`src/rtl/bin_seq_ctrl.sv`:
```
// Per-bin SAT sequencer: load, decide/propagate/analyze/backtrack loop, write-back, result report.
// Define VAR_CTRL_PROP_WDOG_EN to build the PROP watchdog (result TIMEOUT after PROP_TIMEOUT cycles).
module bin_seq_ctrl #(
    parameter int unsigned NUM_VARS_A_BIN    = 8,
    parameter int unsigned NUM_CLAUSES_A_BIN = 24,
    parameter int unsigned WIDTH_LVL         = 10,
    parameter int unsigned PROP_SETTLE       = 2
`ifdef VAR_CTRL_PROP_WDOG_EN
  , parameter int unsigned PROP_TIMEOUT      = 255
`endif
) (
    input  logic                                 clk,
    input  logic                                 rst,
    input  logic                                 start_bin_i,
    input  logic [9:0]                           bin_num_i,
    input  logic [WIDTH_LVL-1:0]                 base_lvl_i,
    output logic                                 busy_o,
    output logic                                 done_o,
    output logic [1:0]                           result_o,
    input  logic                                 new_imply_i,
    input  logic                                 any_conflict_i,
    input  logic                                 unassigned_i,
    input  logic [WIDTH_LVL-1:0]                 max_lvl_i,
    input  logic [9:0]                           bkt_bin_num_i,
    output logic                                 apply_load_o,
    output logic                                 wr_states_o,
    output logic                                 apply_analyze_o,
    output logic                                 apply_backtrack_o,
    output logic                                 apply_update_o,
    output logic                                 rd_states_o,
    output logic [$clog2(NUM_CLAUSES_A_BIN)-1:0] clause_addr_o,
    output logic [$clog2(NUM_VARS_A_BIN)-1:0]    var_addr_o,
    output logic                                 decide_o,
    output logic [WIDTH_LVL-1:0]                 decide_level_o,
    output logic [9:0]                           cur_bin_num_o,
    output logic [WIDTH_LVL-1:0]                 bkt_lvl_o,
    output logic [9:0]                           bkt_bin_o
);
    localparam int unsigned CW = $clog2(NUM_CLAUSES_A_BIN);
    localparam int unsigned VW = $clog2(NUM_VARS_A_BIN);
    localparam int unsigned QW = $clog2(PROP_SETTLE + 1);

    typedef enum logic [3:0] {
        S_IDLE, S_LOAD_CLS, S_LOAD_VAR, S_PROP, S_DECIDE,
        S_ANALYZE, S_BKT, S_UPDATE_CLS, S_UPDATE_VAR, S_DONE
    } state_e;

    typedef enum logic [1:0] {
        RES_SAT = 2'b00, RES_BKT_EXT = 2'b01, RES_UNSAT = 2'b10, RES_TIMEOUT = 2'b11
    } result_e;

    state_e               state_q;
    result_e              result_q;
    logic                 busy_q, done_q, load_q, wrs_q, ana_q, bkt_q, upd_q, rds_q, decide_q;
    logic                 ana_cnt_q, ovf_q;
    logic [CW-1:0]        caddr_q;
    logic [VW-1:0]        vaddr_q;
    logic [QW-1:0]        quiet_q, quiet_d;
    logic [WIDTH_LVL-1:0] cur_lvl_q, base_lvl_q, bkt_lvl_q, lvl_d;
    logic [9:0]           cur_bin_q, bkt_bin_q;
    logic                 settle;

    always_comb begin
        quiet_d = quiet_q + QW'(1);
        settle  = (quiet_d == QW'(PROP_SETTLE));
        lvl_d   = cur_lvl_q + WIDTH_LVL'(1);
    end

`ifdef VAR_CTRL_PROP_WDOG_EN
    localparam int unsigned TW = $clog2(PROP_TIMEOUT + 1);
    logic [TW-1:0] wdog_q, wdog_d;
    logic          wdog_hit;

    always_comb begin
        wdog_d   = wdog_q + TW'(1);
        wdog_hit = (wdog_d == TW'(PROP_TIMEOUT));
    end

    always_ff @(posedge clk) begin
        if (!rst || state_q != S_PROP) wdog_q <= '0;
        else                           wdog_q <= wdog_d;
    end
`endif

    always_ff @(posedge clk) begin
        if (!rst) begin
            state_q    <= S_IDLE;
            result_q   <= RES_SAT;
            busy_q     <= 1'b0;
            done_q     <= 1'b0;
            load_q     <= 1'b0;
            wrs_q      <= 1'b0;
            ana_q      <= 1'b0;
            bkt_q      <= 1'b0;
            upd_q      <= 1'b0;
            rds_q      <= 1'b0;
            decide_q   <= 1'b0;
            ana_cnt_q  <= 1'b0;
            ovf_q      <= 1'b0;
            caddr_q    <= '0;
            vaddr_q    <= '0;
            quiet_q    <= '0;
            cur_lvl_q  <= '0;
            base_lvl_q <= '0;
            bkt_lvl_q  <= '0;
            cur_bin_q  <= '0;
            bkt_bin_q  <= '0;
        end else begin
            // Quiet counter only lives within a PROP visit; clearing it elsewhere restarts each visit.
            if (state_q != S_PROP) quiet_q <= '0;
            case (state_q)
                S_IDLE: if (start_bin_i) begin
                    cur_bin_q  <= bin_num_i;
                    base_lvl_q <= base_lvl_i;
                    cur_lvl_q  <= base_lvl_i;
                    bkt_lvl_q  <= '0;
                    bkt_bin_q  <= '0;
                    ovf_q      <= 1'b0;
                    busy_q     <= 1'b1;
                    load_q     <= 1'b1;
                    caddr_q    <= '0;
                    state_q    <= S_LOAD_CLS;
                end
                S_LOAD_CLS, S_UPDATE_CLS: begin
                    if (caddr_q == CW'(NUM_CLAUSES_A_BIN - 1)) begin
                        caddr_q <= '0;
                        vaddr_q <= '0;
                        load_q  <= 1'b0;
                        upd_q   <= 1'b0;
                        wrs_q   <= (state_q == S_LOAD_CLS);
                        rds_q   <= (state_q == S_UPDATE_CLS);
                        state_q <= (state_q == S_LOAD_CLS) ? S_LOAD_VAR : S_UPDATE_VAR;
                    end else begin
                        caddr_q <= caddr_q + CW'(1);
                    end
                end
                S_LOAD_VAR, S_UPDATE_VAR: begin
                    if (vaddr_q == VW'(NUM_VARS_A_BIN - 1)) begin
                        vaddr_q <= '0;
                        wrs_q   <= 1'b0;
                        rds_q   <= 1'b0;
                        if (state_q == S_LOAD_VAR) begin
                            state_q <= S_PROP;
                        end else begin
                            done_q  <= 1'b1;
                            busy_q  <= 1'b0;
                            state_q <= S_DONE;
                        end
                    end else begin
                        vaddr_q <= vaddr_q + VW'(1);
                    end
                end
                S_PROP: begin
                    if (any_conflict_i) begin
                        ana_q     <= 1'b1;
                        ana_cnt_q <= 1'b0;
                        state_q   <= S_ANALYZE;
                    end else if (!new_imply_i && settle) begin
                        if (unassigned_i) begin
                            decide_q <= 1'b1;
                            if (cur_lvl_q == '1) ovf_q <= 1'b1;
                            else                 cur_lvl_q <= lvl_d;
                            state_q  <= S_DECIDE;
                        end else begin
                            result_q <= RES_SAT;
                            upd_q    <= 1'b1;
                            caddr_q  <= '0;
                            state_q  <= S_UPDATE_CLS;
                        end
`ifdef VAR_CTRL_PROP_WDOG_EN
                    end else if (wdog_hit) begin
                        result_q <= RES_TIMEOUT;
                        done_q   <= 1'b1;
                        busy_q   <= 1'b0;
                        state_q  <= S_DONE;
`endif
                    end else begin
                        quiet_q <= new_imply_i ? '0 : quiet_d;
                    end
                end
                S_DECIDE: begin
                    decide_q <= 1'b0;
                    if (ovf_q) begin
                        result_q <= RES_UNSAT;
                        done_q   <= 1'b1;
                        busy_q   <= 1'b0;
                        state_q  <= S_DONE;
                    end else begin
                        state_q  <= S_PROP;
                    end
                end
                S_ANALYZE: begin
                    if (!ana_cnt_q) begin
                        ana_cnt_q <= 1'b1;
                    end else begin
                        ana_q     <= 1'b0;
                        bkt_lvl_q <= max_lvl_i;
                        bkt_bin_q <= bkt_bin_num_i;
                        if (cur_lvl_q == '0) begin
                            result_q <= RES_UNSAT;
                            done_q   <= 1'b1;
                            busy_q   <= 1'b0;
                            state_q  <= S_DONE;
                        end else if (max_lvl_i > base_lvl_q) begin
                            bkt_q    <= 1'b1;
                            state_q  <= S_BKT;
                        end else begin
                            result_q <= RES_BKT_EXT;
                            upd_q    <= 1'b1;
                            caddr_q  <= '0;
                            state_q  <= S_UPDATE_CLS;
                        end
                    end
                end
                S_BKT: begin
                    bkt_q     <= 1'b0;
                    cur_lvl_q <= bkt_lvl_q;
                    state_q   <= S_PROP;
                end
                S_DONE: begin
                    done_q  <= 1'b0;
                    state_q <= S_IDLE;
                end
                default: state_q <= S_IDLE;
            endcase
        end
    end

    assign busy_o            = busy_q;
    assign done_o            = done_q;
    assign result_o          = result_q;
    assign apply_load_o      = load_q;
    assign wr_states_o       = wrs_q;
    assign apply_analyze_o   = ana_q;
    assign apply_backtrack_o = bkt_q;
    assign apply_update_o    = upd_q;
    assign rd_states_o       = rds_q;
    assign clause_addr_o     = caddr_q;
    assign var_addr_o        = vaddr_q;
    assign decide_o          = decide_q;
    assign decide_level_o    = cur_lvl_q;
    assign cur_bin_num_o     = cur_bin_q;
    assign bkt_lvl_o         = bkt_lvl_q;
    assign bkt_bin_o         = bkt_bin_q;

endmodule

```
`config.mk`:
```
export PLATFORM = sky130hd
export DESIGN_NAME = bin_seq_ctrl
export DESIGN_NICKNAME = d
export VERILOG_FILES = /design/src/rtl/bin_seq_ctrl.sv
export SDC_FILE = /design/constraint.sdc
export NUM_CORES = 1
export LEC_CHECK = 0
export CORE_AREA = 2 2 92 94
export CTS_BUF_LIST = sky130_fd_sc_hd__clkbuf_8
export DETAILED_ROUTE_END_ITERATION = 10
export DIE_AREA = 0 0 94 96
export HOLD_SLACK_MARGIN = 0.12
export PLACE_DENSITY = 0.93
export REMOVE_ABC_BUFFERS = 1
export SYNTH_ARGS = -nofsm -noshare
export SYNTH_HDL_FRONTEND = slang
export SYNTH_SLANG_ARGS = --single-unit
export TNS_END_PERCENT = 10
```
`constraint.sdc`:
```
create_clock -name clk -period 2.2 [get_ports clk]
set_input_delay 0.44 -clock clk [delete_from_list [all_inputs] [get_ports clk]]
set_output_delay 0.44 -clock clk [all_outputs]
set_load 0.01 [all_outputs]
```
# After elaboration in Yosys (flattened, before gate mapping)
# Cells that the tools add are included.
[word_totals]
input_bits = 46
latch_bits = 0
n_memories = 0
romBits = 0
mem_bits_rw = 0
register_bits = 77
[classes]
shifts = 0
bitwise = 0
n_eq_ne = 33
mul = 0
n_addsub = 4
n_div = 0
n_reduce_logical = 36
n_lt_le_gt_ge = 1
n_mux = 95
[ops]
columns = ["operator", "count"]
rows = [
  ["$mux 10", 8],
  ["$mux 4", 10],
  ["$mux 5", 8],
  ["$pmux 10 s2", 2],
  ["$mux 1", 36],
  ["$ne 2x2->1 const B", 17],
  ["$pmux 10 s3", 1],
  ["$pmux 4 s7", 1],
  ["$mux 2", 13],
  ["$pmux 5 s4", 1],
  ["$reduce_and 6->1", 3],
  ["$eq 4x3->1 const B", 4],
  ["$pmux 1 s2", 8],
  ["$reduce_and 8->1", 2],
  ["$reduce_and 7->1", 2],
  ["$reduce_bool 2->1", 7],
  ["$reduce_and 3->1", 4],
  ["$reduce_bool 4->1", 3],
  ["$add 10x1->10 const B", 1],
  ["$eq 10x10->1 const B", 1],
  ["$gt 10x10->1", 1],
  ["$logic_not 10->1", 1],
  ["$reduce_bool 3->1", 3],
  ["$eq 4x2->1 const B", 2],
  ["other kinds (22)", 30],
]

# Logic depth before layout (Yosys ltp)
# Gate-level depths: netlist of the first run.
[depth]
word_depth = 6
ltp_mapped = 9
depth_no_buf = 8

# Worst setup path after synthesis of the first run
# Ideal clock, no wire load.
[synth_timing]
path_type = "input-to-reg"
from = "in max_lvl_i[9]"
to = "reg result_q[1] (netlist: result_o[1])"
t_arrival_ns = 1.860
setup_slack_ns = 0.221
n_path_buf = 0
setup_ns = 0.119
stages = 7
path_cell_list = "ha_1 > nand2_1 > o21a_1 > a32o_1 > a31oi_1 > a21oi_1 > o221a_1"
[synth_via]
elab_chain_len = 3
[synth_rtl]
columns = ["item", "line_no", "rtl"]
rows = [
  ["start: declaration", "23", "input logic [WIDTH_LVL-1:0] max_lvl_i,"],
  ["$gt 10x10->1", "204", "end else if (max_lvl_i > base_lvl_q) begin"],
  ["$ne 3x3->1 (no line)", "-", ""],
  ["$reduce_and 7->1 (no line)", "-", ""],
  ["end signal: assignment", "184", "result_q <= RES_UNSAT;"],
  ["end signal: assignment", "200", "result_q <= RES_UNSAT;"],
  ["end signal: assignment", "208", "result_q <= RES_BKT_EXT;"],
  ["end: declaration", "53", "result_e result_q;"],
]
# Every way passes these cells.
# A chain may end at the register's enable or synchronous reset.

# Worst setup path in the final report of the first run
[layout_timing]
from = "in max_lvl_i[4]"
to = "reg result_q[1] (netlist: result_o[1])"
# The elaborated chain is that of the path after synthesis.

==> metrics.md, run 1 <==
| Metric | Value |
|---|---|
| Status | `finished, violations left` |
| Failing checks | `setup timing` |
| Footprint of the multi-input gates | `2260 um^2` |
| Cell Count, Final, Fillers Out | `738` |
| RSZ-0062 raised after global routing | `yes` |
| Clock latency on the worst-skew pair | `0.36 ns` |
| GRT Resource Usage Total | `28.0%` |
| DR iter-0 viols | `303` |
| Layout Utilization | `69.6%` |
| Worst-path clk slew | `0.09 ns` |
| Core area | `8050 um^2` |
| Register area share after synthesis | `38.3%` |
| Measured slew at the worst slew-check pin | `0.511 ns` |
| Seq cells post-synth | `77` |
| Fmax | `between 0.4 and 0.5 GHz` |
| Slew HR | `65.9%` |
| Die extent in y | `96 um` |
| Most used flip-flop cell after synthesis | `dfxtp_1` |
| Clock Root Buffer | `clkbuf_8` |
| CTS buffer count | `9` |
| Min cycle time layout | `between 2 and 2.5 ns` |
| Vias in the first global route | `4164` |
| Top Ports | `105` |
| Core Rows | `33` |
| Syn avg cell area | `7.94 um^2` |
| Max Cap Viol | `0` |
| CP Max Fanout | `6` |
| CP Class | `primary input to register` |
| Die area | `9020 um^2` |
| Syn Inst Count | `507` |
| Max Slew Vio Count | `0` |
| Final Skew | `0.0106 ns` |
| # fillers | `624` |
| Final setup fails | `1` |
| Sw power | `about 1.9 mW` |
| IO buf count | `around 100` |
| Drt wl/cell | `~17 um` |
| Worst vdd rail ir drop | `0.000558 V` |
| Initial antenna violation count | `0` |
| CP Capture Type | `register` |
| Clock Tree Buf Depth | `2` |
| CP Launch Type | `primary input` |
| Via count | `4261` |
| Commonest non-fill, non-tap cell in the layout | `clkdlybuf4s50_1` |
| Fin nets | `690` |
| Reg2Reg Setup Slack | `0.12 ns` |
| Ant. Diodes | `0` |
| Sequential share of power | `36.0%` |
| Worst setup path startpoint | `max_lvl_i[4]` |
| CP max stage delay | `approximately 0.44 ns` |
| First-pass GRT wire length | `roughly 20000 um` |
| GR Overflow Total | `0` |
| Placed wire-length estimate | `roughly 9000 um` |
| Reg2reg start | `quiet_q[1]` |
| WP data required | `2.45 ns` |
| Die X | `around 94 um` |
| Register area | `roughly 1500 um^2` |
| Ordered list of cells on the worst path | `clkdlybuf4s50_1 -> ha_1 -> nand4_1 -> nor2_1 -> a32o_1 -> a31oi_1 -> buf_4 -> a211o_1 -> o221a_1` |
| Layout cells sized above 1 | `roughly an eighth` |
| Hold-fix buffers, CTS | `0` |
| Comb pwr share | `43.2%` |
| Post-Place Cells | `slightly above 700` |
| Final WL | `12300 um` |
| Largest net degree at the start of global routing | `41` |
| WHS Path Cells | `3` |
| Sw frac | `around two fifths` |
| Final period util | `101%` |
| Post-route ant nets | `0` |
| Clk pwr share | `20.8%` |
| CTS tree | `yes` |
| Htree depth | `3` |
| Most frequent cells in the layout | `clkdlybuf4s50_1, nand2_1, dfxtp_1, a21oi_1, nor2_1` |
| CP arrival | `2.46 ns` |
| Number of synthesized flops with an enable pin | `0` |
| Unique masters post-synth | `68` |
| CTS Sinks | `77` |
| Endpoints failing hold | `0` |
| PD cells | `886 nW/um^2` |
| FF-to-FF path depth | `8` |
| P_leak | `2.00 nW` |
| Warnings from Yosys | `0` |
| Post-synthesis instance area | `4020 um^2` |
| Initial core utilization | `50.0%` |
| RD Place Congestion | `0.963` |
| Drt first pass iters | `6` |
| Via-to-Cell Ratio | `5.77` |
| Int Pwr | `between 3 and 4 mW` |
| Synthesis-to-finish area growth | `39.2%` |
| Hold WC Path Type | `primary input to register` |
| Hold_sp | `max_lvl_i[9]` |
| Post-route DRC | `0` |
| Ys async rst share | `0%` |
| Final worst setup slack | `-0.0120 ns` |
| Slowest-stage cell, CP | `clkdlybuf4s50_1` |
state kept, by name, indices dropped and copies added (netlist names), 2 cells and up:
register	count
base_lvl_q	10
bkt_bin_o	10
bkt_lvl_o	10
clause_addr_o	5
cur_bin_num_o	10
decide_level_o	10
quiet_q	2
result_o	2
state_q	4
var_addr_o	3
metrics by stage:
| step | TNS [ns] | hold slack, ns | cell area, um^2 | setup WS (ns) | total power [mW] |
|---|---|---|---|---|---|
| after floorplan | -4.74 | 0.436 | 3850 | -0.215 | 2.89 |
| after global placement | -3.07 | 0.437 | 5360 | -0.324 | 3.82 |
| after detailed placement | -4.05 | 0.445 | 5360 | -0.413 | 3.89 |
| after CTS | -0.0179 | 0.458 | 5560 | -0.0179 | 4.94 |
| after global routing | -0.0526 | 0.448 | 5600 | -0.0514 | 5.26 |
| final | -0.0120 | 0.428 | 5600 | -0.0120 | 4.96 |
worst max-delay path, delay by kind of cell:
kind / cells / cell delay [ns]
AOI/OAI and AO/OA: 4 / 0.78
adders and majority gates: 1 / 0.32
buffers and inverters: 2 / 0.62
and+or+nand+nor: 2 / 0.30
area by class of cell:
cell class,instances,share of cell area (%)
multi-input combinational,375,40.4
tap,105,2.35
timing repair buffer,143,24.8
inverter,22,1.47
clock inverter,5,0.760
clock buffer,11,2.70
sequential,77,27.5
Yosys cell counts (2+ instances only):
cell	instances	share of area, %
o21ai_1	3	0.37
xnor2_1	5	1.1
o21ai_0	22	2.7
nand2b_1	6	0.93
o32ai_1	2	0.44
a211oi_1	4	0.75
nand4_1	3	0.47
buf_4	6	1.1
o21a_1	3	0.56
o221a_1	2	0.56
a31oi_1	6	0.93
buf_2	6	0.75
mux2i_1	3	0.75
dfxtp_1	77	38
clkbuf_1	18	1.7
buf_6	3	0.84
nor2_2	2	0.31
a211oi_2	2	0.62
a221o_1	2	0.50
a21oi_1	66	8.2
a311oi_1	2	0.44
nor2b_1	8	1.2
a22oi_1	8	1.5
nand2_1	79	7.4
ha_1	16	5.0
a221oi_1	5	1.1
nor4_1	3	0.47
inv_1	21	2.0
nor3_1	11	1.4
nand3_1	30	3.7
nor2_1	44	4.1
nor4b_2	3	1.1
path summary, 6_finish.rpt:
check,end
min reg2reg,bkt_bin_o[5]
max reg2reg,decide_level_o[4]
min,bkt_lvl_o[9]
max,result_o[1]
cells by family (layout without fill, tap and decap cells):
family          Yosys count  count (layout)  synth area share, %
compound gates          143             143                 22.8
fa+ha+maj                16              16                 4.98
mux                       3               3                0.746
buf+inv                  55             181                 6.44
simple gates            207             207                 25.5
flops                    77              77                 38.3
xor+xnor                  6               6                 1.31
timing repair:
action / in CTS / in global routing
setup endpoints to repair: 6 / 13
resized for setup: 1 / 5
pin swaps: 1 / 7
buffers inserted: 0 / 1
power by group through the flow:
stage	combinational [mW]	clock, mW	sequential [mW]
4_1_cts	2.11	1.05	1.78
3_5_place_dp	2.09	0	1.81
5_1_grt	2.35	1.10	1.81
6_report	2.14	1.03	1.78
3_3_place_gp	2.03	0	1.79
2_1_floorplan	1.01	0	1.87
routing by layer:
metal	vias to the layer above	track usage, %	part of all wire, %
met3	26	6.42	7.2
met2	188	50.1	50
met5	-	0	0
met4	0	12.8	2.7
met1	2021	31.7	40
li1	2026	-	-
Note: power is estimated with default switching activity, not from simulation.
==> inputs of run 2 (changes only) <==
--- a/config.mk
+++ b/config.mk
@@ -9,6 +9,7 @@
 export CTS_BUF_LIST = sky130_fd_sc_hd__clkbuf_8
 export DETAILED_ROUTE_END_ITERATION = 10
 export DIE_AREA = 0 0 94 96
+export GPL_TIMING_DRIVEN = 0
 export HOLD_SLACK_MARGIN = 0.12
 export PLACE_DENSITY = 0.93
 export REMOVE_ABC_BUFFERS = 1
==> run 2 against run 1 <==
The flow still finishes with violations (setup timing). Sequential share of layout area rose by 1.1 points. Register-to-register slack got worse by 0.11 ns. Via count rose by 0.12%. Die area did not move. Clock-buffer cell count fell by 1. Combinational power fell by 8%. Sequential power rose by 6%. Critical path depth fell by 1. Clock power barely moved. Core utilization fell by 2.2 points. First-iteration DRC count fell by 18%. Critical path type unchanged. Critical endpoint unchanged.
==> metrics.md, run 2 (same netlist as run 1, synthesis figures left out) <==
| Metric | Value |
|---|---|
| Status | `finished, violations left` |
| Failing checks | `setup timing` |
| Die extent in y | `96 um (unchanged)` |
| Final period util | `103% (+2.3 points)` |
| Placed wire-length estimate | `8210 um (-8.5%)` |
| Slew HR | `50.0% (-16 points)` |
| CP arrival | `2.51 ns (+0.05 ns)` |
| RD Place Congestion | `0.949 (-1.5%)` |
| Worst vdd rail ir drop | `0.000515 V (-7.7%)` |
| Hold WC Path Type | `register to register` |
| Layout cells sized above 1 | `9.97% (-2.5 points)` |
| GRT Resource Usage Total | `27.8% (-0.23 points)` |
| CP Capture Type | `register` |
| Post-Place Cells | `683 (-5.3%)` |
| Min-Delay Endpoint | `bkt_bin_o[8]` |
| Via-to-Cell Ratio | `6.03 (+4.5%)` |
| FF-to-FF path depth | `6 (-2)` |
| Final setup fails | `1 (unchanged)` |
| Largest net degree at the start of global routing | `64 (+56%)` |
| Top Ports | `105 (unchanged)` |
| Clock Tree Buf Depth | `2 (unchanged)` |
| Via count | `4266 (+0.12%)` |
| Ant. Diodes | `0 (unchanged)` |
| WP data required | `2.45 ns (about the same)` |
| CP Class | `primary input to register` |
| Ordered list of cells on the worst path | `clkdlybuf4s50_1 -> ha_1 -> a21oi_2 -> o21ai_0 -> nor2_1 -> a31oi_4 -> a211o_1 -> o221a_1` |
| CTS Sinks | `77 (unchanged)` |
| Endpoints failing hold | `0 (unchanged)` |
| CP Max Fanout | `6 (unchanged)` |
| Post-Place Worst Slack | `-0.935 ns (-0.521 ns)` |
| CTS tree | `yes` |
| WHS Path Cells | `2 (-1)` |
| Initial core utilization | `50.0% (unchanged)` |
| Fmax | `0.442 GHz (-2.3%)` |
| Post-route ant nets | `0 (unchanged)` |
| Worst-path clk slew | `0.09 ns (about the same)` |
| Commonest non-fill, non-tap cell in the layout | `clkdlybuf4s50_1` |
| Synthesis-to-finish area growth | `34.8%` |
| Final Skew | `0.0124 ns (+0.00180 ns)` |
| P_leak | `1.84 nW (-7.9%)` |
| Reg2reg start | `state_q[2]` |
| Die area | `9020 um^2 (unchanged)` |
| Max Cap Viol | `0 (unchanged)` |
| CP max stage delay | `0.44 ns (about the same)` |
| Initial antenna violation count | `0 (unchanged)` |
| RSZ-0062 raised after global routing | `yes` |
| CTS buffer count | `9 (unchanged)` |
| Htree depth | `3 (unchanged)` |
| Measured slew at the worst slew-check pin | `0.748 ns (+0.237 ns)` |
| Die X | `94 um (unchanged)` |
| PD cells | `896 nW/um^2 (+1.2%)` |
| Reg2reg end | `result_o[1]` |
| Drt first pass iters | `5 (-1)` |
| Hold_sp | `bkt_bin_o[8]` |
| Final WL | `12500 um (+1.9%)` |
| Post-route DRC | `0 (unchanged)` |
| Vias in the first global route | `4111 (-1.3%)` |
| IO buf count | `104 (unchanged)` |
| Final worst setup slack | `-0.0631 ns (-0.0511 ns)` |
| GR Overflow Total | `0 (unchanged)` |
| Core area | `8050 um^2 (unchanged)` |
| # fillers | `643 (+3.0%)` |
| DR iter-0 viols | `249 (-18%)` |
| Drt wl/cell | `17.7 um (+6.3%)` |
| Cell Count, Final, Fillers Out | `707 (-4.2%)` |
| Final Power | `4.86 mW (-2.0%)` |
| Reg2Reg Setup Slack | `0.01 ns (-0.11 ns)` |
| Most frequent cells in the layout | `clkdlybuf4s50_1, nand2_1, dfxtp_1, a21oi_1, nor2_1` |
| Clock latency on the worst-skew pair | `0.36 ns (about the same)` |
| First-pass GRT wire length | `19600 um (-1.5%)` |
| Slowest-stage cell, CP | `clkdlybuf4s50_1` |
| CP Launch Type | `primary input` |
| Core Rows | `33 (unchanged)` |
| Hold-fix buffers, CTS | `0 (unchanged)` |
| Min cycle time layout | `2.26 ns (+0.0511 ns)` |
| Fin nets | `659 (-4.5%)` |
| Max Slew Vio Count | `0 (unchanged)` |
| Clock Root Buffer | `clkbuf_8` |
[run 2: worst max-delay path by stage]
stage	start	endpoint	slack [ns]	cells past startpoint
after floorplan	state_q[3]	bkt_bin_o[0]	-0.21	5
after global placement	state_q[3]	bkt_lvl_o[6]	-1.15	5
after detailed placement	state_q[0]	bkt_bin_o[4]	-0.93	6
after CTS	max_lvl_i[9]	result_o[1]	-0.03	8
after global routing	max_lvl_i[9]	result_o[1]	-0.1	8
final	max_lvl_i[9]	result_o[1]	-0.06	8
[run 2: area by class of cell]
type	instances	area (um^2)	share of cell area, %
multi-input cells	377	2380	43.9
clock inverters	6	47.5	0.876
well taps	105	131	2.42
repair buffers	110	1090	20.0
inverters	22	85.1	1.57
flip-flops and latches	77	1550	28.6
clock buffers	10	138	2.54
[run 2: per-layer routing]
metal / global-route usage, % / routed length (um) / vias up
li1: - / - / 1978
met1: 32.4 / 4770 / 1995
met2: 48.5 / 6210 / 243
met3: 6.42 / 1080 / 50
met4: 12.7 / 442 / 0
met5: 0 / 0 / -
[run 2: worst max-delay path, delay by kind of cell]
family | cells | cell delay [ns]
AOI/OAI and AO/OA | 5 | 1.08
and+or+nand+nor | 1 | 0.19
adders and majority gates | 1 | 0.36
buffers and inverters | 1 | 0.44
[run 2: what timing repair did]
action	in CTS	in global routing
gates cloned	2	0
gates resized for setup	20	14
pin swaps	4	2
hold endpoints to repair	0	0
buffers inserted	6	0
endpoints found under the setup margin	74	39
[run 2: power by group]
part / internal (mW) / switching (mW)
Sequential: 1.59 / 0.302
Combinational: 0.858 / 1.10
Clock: 0.448 / 0.569
Total: 2.89 / 1.97
[run 2: stage by stage]
stage | util, % | hold slack [ns] | area [um^2] | TNS, ns
finish | 67.4 | 0.457 | 5430 | -0.0631
global route | 67.4 | 0.479 | 5430 | -0.238
CTS | 66.4 | 0.457 | 5350 | -0.0775
detailed placement | 62.4 | 0.445 | 5020 | -39.67
global placement | 62.3 | 0.437 | 5020 | -40.77
floorplan | - | 0.436 | 3850 | -4.74
==> inputs of run 3 (changes only) <==
--- a/config.mk
+++ b/config.mk
@@ -13,6 +13,7 @@
 export HOLD_SLACK_MARGIN = 0.12
 export PLACE_DENSITY = 0.93
 export REMOVE_ABC_BUFFERS = 1
+export SLEW_MARGIN = 0
 export SYNTH_ARGS = -nofsm -noshare
 export SYNTH_HDL_FRONTEND = slang
 export SYNTH_SLANG_ARGS = --single-unit
==> results of run 3 <==
No change in the layout: final DEF, timing and power equal those of run 2.
